<file path="src/rtl/edge_detector_bank.sv">
// Bank of independent debounced edge detectors: 2-flop sync, persistence filter, pulse outputs.
// Optional sticky event flags and irq are built when EDGE_DETECTOR_BANK_STICKY_EN is defined.
module edge_detector_bank #(
  parameter int WIDTH         = 4,
  parameter int FILTER_CYCLES = 3
) (
  input  logic             clk,
  input  logic             reset,
  input  logic [WIDTH-1:0] in,
  output logic [WIDTH-1:0] level,
  output logic [WIDTH-1:0] pos,
  output logic [WIDTH-1:0] neg,
  input  logic [WIDTH-1:0] clr_pos,
  input  logic [WIDTH-1:0] clr_neg,
  output logic [WIDTH-1:0] evt_pos,
  output logic [WIDTH-1:0] evt_neg,
  output logic             irq
);

  localparam int CW = $clog2(FILTER_CYCLES + 1);
  // The count reached on the cycle before acceptance.
  localparam logic [CW-1:0] LAST = CW'(FILTER_CYCLES - 1);

  logic [WIDTH-1:0] s1_q, s2_q;
  logic [WIDTH-1:0] level_q, level_d;
  logic [WIDTH-1:0] pos_q, pos_d;
  logic [WIDTH-1:0] neg_q, neg_d;
  logic [CW-1:0]    cnt_q [WIDTH];
  logic [CW-1:0]    cnt_d [WIDTH];

  always_comb begin
    // NOTE: every output of this block gets a default first, so no path leaves one unassigned and no latch is inferred.
    level_d = level_q;
    pos_d   = '0;
    neg_d   = '0;
    for (int i = 0; i < WIDTH; i++) begin
      cnt_d[i] = '0;
      if (s2_q[i] != level_q[i]) begin
        if (cnt_q[i] == LAST) begin
          level_d[i] = s2_q[i];
          pos_d[i]   = s2_q[i];
          neg_d[i]   = ~s2_q[i];
        end else begin
          cnt_d[i] = cnt_q[i] + 1'b1;
        end
      end
    end
  end

  always_ff @(posedge clk) begin
    if (reset) begin
      s1_q    <= '0;
      s2_q    <= '0;
      level_q <= '0;
      pos_q   <= '0;
      neg_q   <= '0;
      // NOTE: the counter array is per-channel control state, so it is reset like any other register; a partial count must not survive reset.
      for (int i = 0; i < WIDTH; i++) cnt_q[i] <= '0;
    end else begin
      // NOTE: non-blocking assignments keep s1 -> s2 a true two-stage pipeline regardless of statement order.
      s1_q    <= in;
      s2_q    <= s1_q;
      level_q <= level_d;
      pos_q   <= pos_d;
      neg_q   <= neg_d;
      for (int i = 0; i < WIDTH; i++) cnt_q[i] <= cnt_d[i];
    end
  end

  assign level = level_q;
  assign pos   = pos_q;
  assign neg   = neg_q;

`ifdef EDGE_DETECTOR_BANK_STICKY_EN
  logic [WIDTH-1:0] evt_pos_q, evt_pos_d;
  logic [WIDTH-1:0] evt_neg_q, evt_neg_d;

  // Set wins over clear when both land in the same cycle.
  always_comb begin
    evt_pos_d = (evt_pos_q & ~clr_pos) | pos_q;
    evt_neg_d = (evt_neg_q & ~clr_neg) | neg_q;
  end

  always_ff @(posedge clk) begin
    if (reset) begin
      evt_pos_q <= '0;
      evt_neg_q <= '0;
    end else begin
      evt_pos_q <= evt_pos_d;
      evt_neg_q <= evt_neg_d;
    end
  end

  assign evt_pos = evt_pos_q;
  assign evt_neg = evt_neg_q;
  assign irq     = |{evt_pos_q, evt_neg_q};
`else
  logic unused_clr;
  assign unused_clr = ^{clr_pos, clr_neg};
  assign evt_pos    = '0;
  assign evt_neg    = '0;
  assign irq        = 1'b0;
`endif

endmodule

</file>
<file path="config.mk">
export PLATFORM = sky130hd
export DESIGN_NAME = edge_detector_bank
export DESIGN_NICKNAME = d
export VERILOG_FILES = /design/src/rtl/edge_detector_bank.sv
export SDC_FILE = /design/constraint.sdc
export NUM_CORES = 1
export LEC_CHECK = 0
export CAP_MARGIN = 0
export CORE_ASPECT_RATIO = 2
export CORE_MARGIN = 1.5
export CORE_UTILIZATION = 39
export CTS_CLUSTER_DIAMETER = 40
export DETAILED_ROUTE_END_ITERATION = 8
export GPL_TIMING_DRIVEN = 1
export MAX_ROUTING_LAYER = met4
export PLACE_DENSITY_LB_ADDON = 0.08
export SLEW_MARGIN = 20
export SYNTH_ARGS = -nofsm -noshare
export SYNTH_HDL_FRONTEND = slang
export SYNTH_SLANG_ARGS = --single-unit
</file>
<file path="constraint.sdc">
create_clock -name clk -period 0.9 [get_ports clk]
set_input_delay 0.09 -clock clk [delete_from_list [all_inputs] [get_ports clk]]
set_output_delay 0.09 -clock clk [all_outputs]
set_load 0.02 [all_outputs]
</file>
Word level (Yosys, flattened, before mapping)
Memories as Yosys holds them, arrays and structs flattened.
Index checks and enable logic that the tools add are counted.
- eq/ne operators: 8
- reductions and logical operators: 8
- $add $sub $neg: 4
- bitwise operators: 16
- multiplexer cells: 15
- operator list (kind ; count):
    $mux 2 ; 12
    $not 1->1 ; 12
    $reduce_or 3->1 ; 4
    $add 2x1->2 const B ; 4
    $eq 2x2->1 const B ; 4
    $reduce_and 2->1 ; 4
    $ne 1x1->1 ; 4
    $or 1x1->1 ; 4
    $mux 1 ; 3
- input port bits: 14
- memories: 1
- bits in registers: 20
- RAM bits: 8
- output and inout bits: 21
- memory list (name ; words ; width ; rd ports ; clocked after Yosys merged registers in ; write ports ; line ; RTL):
    cnt_q ; 4 ; 2 ; 4 ; 0 ; 4 ; 28 ; logic [CW-1:0] cnt_q [WIDTH];

Longest topological paths before layout
Gate-level depths: netlist (run 1).
An unclocked memory read counts as a cell.
- word-level depth: 5
- gate-level depth with buffers: 4
- gate-level depth less buffers: 4

Worst setup path after synthesis (run 1)
OpenSTA, ideal clock, no wires.
- path type: register to register
- from: memory cnt_q[1][0] (netlist bit)
- to: memory cnt_q[1][1] (netlist bit)
- period minus slack after synthesis: 947 ps
- setup slack: -47 ps
- required time: 812 ps
- buffers on the path: 0
- arrival time: 859 ps
- stages on the path, launching flop included: 4
- cells stage by stage: dfxtp_1 inv_1 ha_1 nor4_2
- RTL lines (element ; line):
    start: declaration ; 28

==> implementation parameters, run 1 <==
Parameter                              Value

Status
  Outcome    finished with violations
  Violated checks    negative setup slack

STA
  Endpoints failing hold    0
  Final max-slew violation count    0
  Clock skew    0.00462 ns
  Max Freq    1.02 GHz
  Final-report setup violation count    4
  Setup slack of the critical path after layout    -0.0785 ns
  Post-route minimum period    0.978 ns
  Unrepaired setup endpoints after global routing    yes
  Final Cycle Share    1.09

Floorplanning
  Die extent in y    76.1 microns
  Top-level port count    35
  Starting density of the core    0.410
  Die area    0.00301 sq mm
  Placeable core area    0.00254 sq mm
  Die boundary width    39.5 microns
  Floorplan row count    26

Min path
  Hold-critical path endpoint    cnt_q[1][1]
  Hold Path Origin    reset
  Worst Hold Depth    3
  Hold Path Class    input pin to flip-flop

Worst setup path
  R2r worst-path depth    4
  Delay of the slowest critical-path stage    0.34 ns
  Category of the critical setup timing path    flip-flop to flip-flop
  Worst-path fanout max    4
  Endpoint of the lowest-slack register-to-register path    cnt_q[3][1]
  Worst Path Required    1.07 ns
  Reg-to-Reg Start    level[3]
  Cell family with the largest share of critical-path delay    flip-flops
  Critical Path, Cell by Cell    buf_6 > xnor2_4 > buf_4 > nor4_1
  Reg-to-reg setup timing slack    -0.08 ns
  Sum of buffers and inverters on the critical path    2
  Crit-path slowest cell    sky130_fd_sc_hd__dfxtp_2
  Startpoint type of the worst setup path    flip-flop
  Worst setup EP type    flip-flop
  Arrival time at the worst endpoint    1.15 ns

Yosys
  Synth cell types    15
  Sequential element share of the synthesized area    0.538
  Post-Synthesis Cells    85
  Average footprint of a synthesized cell    12.2 sq um
  Yosys synthesis warning count    0
  Syn Std Cell Area    0.00104 sq mm
  Number of register bits inferred by synthesis    28

Power
  Power Dens Cells    1650 mW/mm^2
  Sw frac    0.194
  Static leakage power    0.574 nW
  Clock share of power    0.400
  Total power consumption of the routed design    2.40 mW
  Power share of the combinational group    0.067
  Sw Pwr    0.465 mW
  Maximum VDD drop    0.00108 V
  Part of the power in registers    0.534
  Internal power    1.93 mW

Clocking
  Worst-Skew Late Latency    0.27 ns
  Clock transition time at the flip-flop clock pins of the worst setup and hold paths    0.09 ns
  CTS tree    yes
  CTS hold repair buffers    0
  Clock Path Buffers    2
  Root buf cell    sky130_fd_sc_hd__clkbuf_8
  H-tree depth    1
  TritonCTS Sinks    28
  CTS buffer count    3

Placed design
  Final HPWL from detailed placement    1140 microns
  Number of buffer cells added on primary ports    17
  Routability-driven placement congestion ratio    0.627

Cells and area
  Storage cell area    572 sq um
  Multi-input gate area    539 sq um
  Filler Cells Inserted    222
  Layout-stage area growth over the synthesis result    39.7%
  Utilization of the core after routing    0.573
  Share of layout cells above drive strength 1    0.565
  Number of diodes added for antenna fixing    0
  Post-layout nets    134

Detailed routing
  Remaining antenna violation count after routing    0
  Ratio of routed vias to standard cells    4.64
  Number of DRC markers after the initial detailed-route iteration    5
  Post-route DRC    0
  Average wire per standard cell    12.6 microns
  Routed via count    664
  Routed WL    1810 microns
  1st-pass router iterations    2

Global routing
  Overall global routing resource usage    0.127
  Gr ovfl total    0
  First-pass GRT wire length    2690 microns
  Via count of the first global-routing pass    636
  Number of antenna violations at the first check in global routing    0
  Maximum number of pins on one net before global-route repair    17

Job
  Count of max-cap constraint violations    0
## state kept, by name, summed over array words and instances, names as in the netlist
signal  cells
cnt_q       8
level       4
neg         4
pos         4
s1_q        4
s2_q        4
## cell type report
cell class	count	area share
sequential	28	0.393
inverter	4	0.0103
timing repair buffer	30	0.152
clock inverter	1	0.0207
multi-input combinational	49	0.371
clock buffer	3	0.0284
tap	28	0.0241
## metal layers
layer	up-vias	global-route usage	share of wire	routed length, microns
met5	-	-	0	0
met4	0	0.0621	0.012	21
met3	2	0.0175	0.023	41
met2	11	0.210	0.58	1050
met1	322	0.137	0.39	696
li1	329	-	-	-
## repair_timing
item,in CTS,in global routing
gates resized for setup,60,23
pin swaps,5,3
buffers inserted,0,4
endpoints found under the setup margin,30,23
cloned,0,2
## metrics by stage
stage	instances	worst slack [ns]	TNS (ns)	area [sq um]	hold slack, ns
floorplan	93	-0.000591	-0.000591	1080	0.218
global placement	133	-0.223	-4.31	1230	0.391
detailed placement	133	-0.261	-4.97	1230	0.396
CTS	137	-0.00612	-0.0146	1310	0.361
global route	143	-0.138	-0.560	1450	0.276
finish	143	-0.0785	-0.144	1450	0.250
## power by group through the flow
stage / logic [mW] / clock network, mW / registers [mW]
finish: 0.160 / 0.957 / 1.28
global route: 0.173 / 1.04 / 1.28
CTS: 0.124 / 0.990 / 1.28
detailed placement: 0.117 / 0 / 1.30
global placement: 0.115 / 0 / 1.30
floorplan: 0.125 / 0 / 1.30
## kinds of logic after synthesis
kind of cell,synth area share
AND/OR/NAND/NOR,0.222
flip-flops,0.538
buffers and inverters,0.115
XOR/XNOR,0.0337
multiplexers,0.0385
adder cells (fa/ha/maj),0.0481
other,0.00360
## tightest hold or removal path, cell delays in order
cell                             delay [ns]
sky130_fd_sc_hd__dlymetal6s2s_1        0.18
sky130_fd_sc_hd__buf_6                 0.17
sky130_fd_sc_hd__nor4_2                0.05
## how the worst max path moves through the flow
stage / start / to / cells past startpoint
finish: level[3] / cnt_q[3][1] / 4
global route: level[3] / cnt_q[3][0] / 3
CTS: cnt_q[3][0] / level[3] / 4
detailed placement: reset / neg[3] / 3
global placement: reset / pos[3] / 3
floorplan: cnt_q[1][0] / cnt_q[1][1] / 3
## cell usage after synthesis
cell | number | share of area
sky130_fd_sc_hd__buf_6 | 2 | 0.022
sky130_fd_sc_hd__nor2b_1 | 8 | 0.048
sky130_fd_sc_hd__dfxtp_1 | 28 | 0.54
sky130_fd_sc_hd__inv_1 | 4 | 0.014
sky130_fd_sc_hd__nor4_2 | 3 | 0.036
sky130_fd_sc_hd__buf_8 | 1 | 0.014
sky130_fd_sc_hd__nor2_1 | 4 | 0.014
sky130_fd_sc_hd__conb_1 | 1 | 0.0036
sky130_fd_sc_hd__mux2i_1 | 4 | 0.038
sky130_fd_sc_hd__buf_4 | 9 | 0.065
sky130_fd_sc_hd__nor4_1 | 5 | 0.030
sky130_fd_sc_hd__and4bb_2 | 7 | 0.084
sky130_fd_sc_hd__ha_1 | 4 | 0.048
sky130_fd_sc_hd__nor4bb_1 | 1 | 0.0096
sky130_fd_sc_hd__xnor2_1 | 4 | 0.034
## cells in the final DEF, fill, tap and decap left out
cell type                          n
sky130_fd_sc_hd__and4bb_2          7
sky130_fd_sc_hd__buf_2            12
sky130_fd_sc_hd__buf_4            10
sky130_fd_sc_hd__buf_6             3
sky130_fd_sc_hd__bufinv_16         1
sky130_fd_sc_hd__clkbuf_8          3
sky130_fd_sc_hd__clkdlybuf4s50_1   4
sky130_fd_sc_hd__conb_1            9
sky130_fd_sc_hd__dfxtp_1          19
sky130_fd_sc_hd__dfxtp_2           9
sky130_fd_sc_hd__dlymetal6s2s_1    1
sky130_fd_sc_hd__ha_4              4
sky130_fd_sc_hd__inv_2             4
sky130_fd_sc_hd__mux2i_1           4
sky130_fd_sc_hd__nor2_1            4
sky130_fd_sc_hd__nor2b_1           8
sky130_fd_sc_hd__nor4_1            1
sky130_fd_sc_hd__nor4_2            5
sky130_fd_sc_hd__nor4_4            2
sky130_fd_sc_hd__nor4bb_4          1
sky130_fd_sc_hd__xnor2_2           3
sky130_fd_sc_hd__xnor2_4           1
(Power assumes the default switching activity.)
==> inputs of run 2 (changes only) <==
Settings changed: CORE_ASPECT_RATIO 2 to not set, CORE_MARGIN 1.5 to 10, CORE_UTILIZATION 39 to 47.
Clock period 0.9 ns to 1.2 ns, I/O delays scaled along.
==> implementation parameters, run 2 (synthesis gave the netlist of run 1 again) <==
Parameter                              Value

Worst setup path
  Critical Path, Cell by Cell    clkdlybuf4s15_1
  Crit-path slowest cell    sky130_fd_sc_hd__dfxtp_1
  Startpoint type of the worst setup path    flip-flop
  Worst-path fanout max    2
  Delay of the slowest critical-path stage    0.37 ns
  Arrival time at the worst endpoint    1.00 ns
  Category of the critical setup timing path    flip-flop to output pin
  Sum of buffers and inverters on the critical path    1
  Worst Path Required    1.08 ns
  Cell family with the largest share of critical-path delay    flip-flops
  Worst setup EP type    output pin

Placed design
  Final HPWL from detailed placement    1220 microns
  Post-place instance area    0.00123 sq mm
  Number of buffer cells added on primary ports    17
  Routability-driven placement congestion ratio    0.691

STA
  Unrepaired setup endpoints after global routing    no
  Final max-slew violation count    0
  Final setup TNS    0 ns
  Final Cycle Share    0.937
  Endpoints failing hold    0
  Max Freq    0.889 GHz
  Post-route minimum period    1.12 ns
  Min Hold Slack    0.325 ns
  Final-report setup violation count    0
  Clock skew    0.00669 ns

Detailed routing
  Number of DRC markers after the initial detailed-route iteration    5
  Post-route DRC    0
  Ratio of routed vias to standard cells    4.39
  Remaining antenna violation count after routing    0
  Routed via count    601
  1st-pass router iterations    4
  Routed WL    1580 microns
  Average wire per standard cell    11.5 microns

Cells and area
  Layout-stage area growth over the synthesis result    22.0%
  Filler Cells Inserted    188
  Register with the most flip-flops    cnt_q
  Utilization of the core after routing    0.622
  Number of diodes added for antenna fixing    0
  Share of layout cells above drive strength 1    0.200
  Storage cell area    561 sq um
  Final design area excluding fillers    0.00127 sq mm
  Post-layout nets    129
  Commonest non-fill, non-tap cell in the layout    sky130_fd_sc_hd__dfxtp_1
  Commonest cells after routing, fill and taps aside    sky130_fd_sc_hd__dfxtp_1 (28), sky130_fd_sc_hd__dlygate4sd2_1 (10), sky130_fd_sc_hd__conb_1 (9), sky130_fd_sc_hd__nor2b_1 (8), sky130_fd_sc_hd__buf_4 (8)
  Number of flip-flops under the largest register name    8
  Multi-input gate area    390 sq um

Floorplanning
  Placeable core area    0.00204 sq mm
  Top-level port count    35
  Floorplan row count    16
  Die boundary width    67.1 microns
  Starting density of the core    0.510
  Die area    0.00450 sq mm
  Die extent in y    67.1 microns

Power
  Power Dens Cells    1300 mW/mm^2
  Power share of the combinational group    0.056
  Sw frac    0.199
  Maximum VDD drop    0.000875 V
  Static leakage power    0.533 nW
  Clock share of power    0.367
  Sw Pwr    0.330 mW
  Internal power    1.32 mW
  Part of the power in registers    0.578

Clocking
  CTS buffer count    3
  Clock transition time at the flip-flop clock pins of the worst setup and hold paths    0.15 ns
  CTS hold repair buffers    0
  Post-CTS setup-driven buffer insertion count    0
  H-tree depth    1
  CTS tree    yes
  Resized Gates After CTS    12
  TritonCTS Sinks    28
  Worst-Skew Late Latency    0.32 ns
  Clock Path Buffers    2
  Root buf cell    sky130_fd_sc_hd__clkbuf_4

Job
  Count of max-cap constraint violations    0

Min path
  Hold Path Class    input pin to flip-flop

Global routing
  Overall global routing resource usage    0.0745
  Gr ovfl total    0
  Number of antenna violations at the first check in global routing    0
  Maximum number of pins on one net before global-route repair    17
  First-pass GRT wire length    2540 microns
  Via count of the first global-routing pass    586

Status
  Outcome    complete, no violations
-- run 2: cell count changes in the layout (fill, tap and decap cells not counted), moves of 4 or more --
cell | before | now
sky130_fd_sc_hd__nor4_1 | 1 | 5
sky130_fd_sc_hd__ha_1 | 0 | 4
sky130_fd_sc_hd__dlygate4sd2_1 | 0 | 10
sky130_fd_sc_hd__inv_1 | 0 | 4
sky130_fd_sc_hd__dfxtp_1 | 19 | 28
sky130_fd_sc_hd__dfxtp_2 | 9 | 0
sky130_fd_sc_hd__xnor2_1 | 0 | 4
sky130_fd_sc_hd__inv_2 | 4 | 0
sky130_fd_sc_hd__ha_4 | 4 | 0
sky130_fd_sc_hd__buf_2 | 12 | 0
-- run 2: metal layers --
layer | vias up | track usage | routed length [microns] | part of all wire
li1 | 321 | - | - | -
met3 | 2 | 0.0234 | 108 | 0.069
met4 | 0 | 0.0462 | 19 | 0.012
met5 | - | - | 0 | 0
met1 | 261 | 0.0779 | 752 | 0.48
met2 | 17 | 0.120 | 695 | 0.44
-- run 2: worst paths after layout --
check,end,slack (ns),startpoint,depth (start not counted)
max,level[3],0.08,level[3],1
max reg2reg,cnt_q[3][1],0.17,cnt_q[3][0],3
min reg2reg,cnt_q[0][0],0.43,cnt_q[0][0],1
min,s1_q[0],0.32,in[0],2
-- run 2: power by group through the flow --
stage                     combinational, mW  clock [mW]  sequential (mW)
after floorplan                      0.0937           0            0.974
after global placement               0.0899           0            0.976
after detailed placement             0.0913           0            0.976
after CTS                            0.0914       0.616            0.956
after global routing                  0.100       0.665            0.959
final                                0.0920       0.606            0.956
-- run 2: cell type report --
type                            instances  area share
Multi-Input combinational cell         49       0.307
Clock buffer                            3      0.0177
Timing Repair Buffer                   25       0.171
Inverter                                4      0.0118
Tap cell                               27      0.0266
Sequential cell                        28       0.441
Clock inverter                          1      0.0236
-- run 2: worst reg2reg max path, cell delays in order, from the launching register on --
cell	delay (ns)
sky130_fd_sc_hd__dfxtp_1	0.35
sky130_fd_sc_hd__inv_1	0.04
sky130_fd_sc_hd__ha_1	0.27
sky130_fd_sc_hd__nor4_1	0.28
-- run 2: through the flow --
stage,setup WS (ns),cells,total power [mW]
2_1_floorplan,0.253,93,1.07
3_3_place_gp,0.0491,133,1.07
3_5_place_dp,0.0395,133,1.07
4_1_cts,0.0407,137,1.66
5_1_grt,0.00545,137,1.72
6_report,0.0755,137,1.65
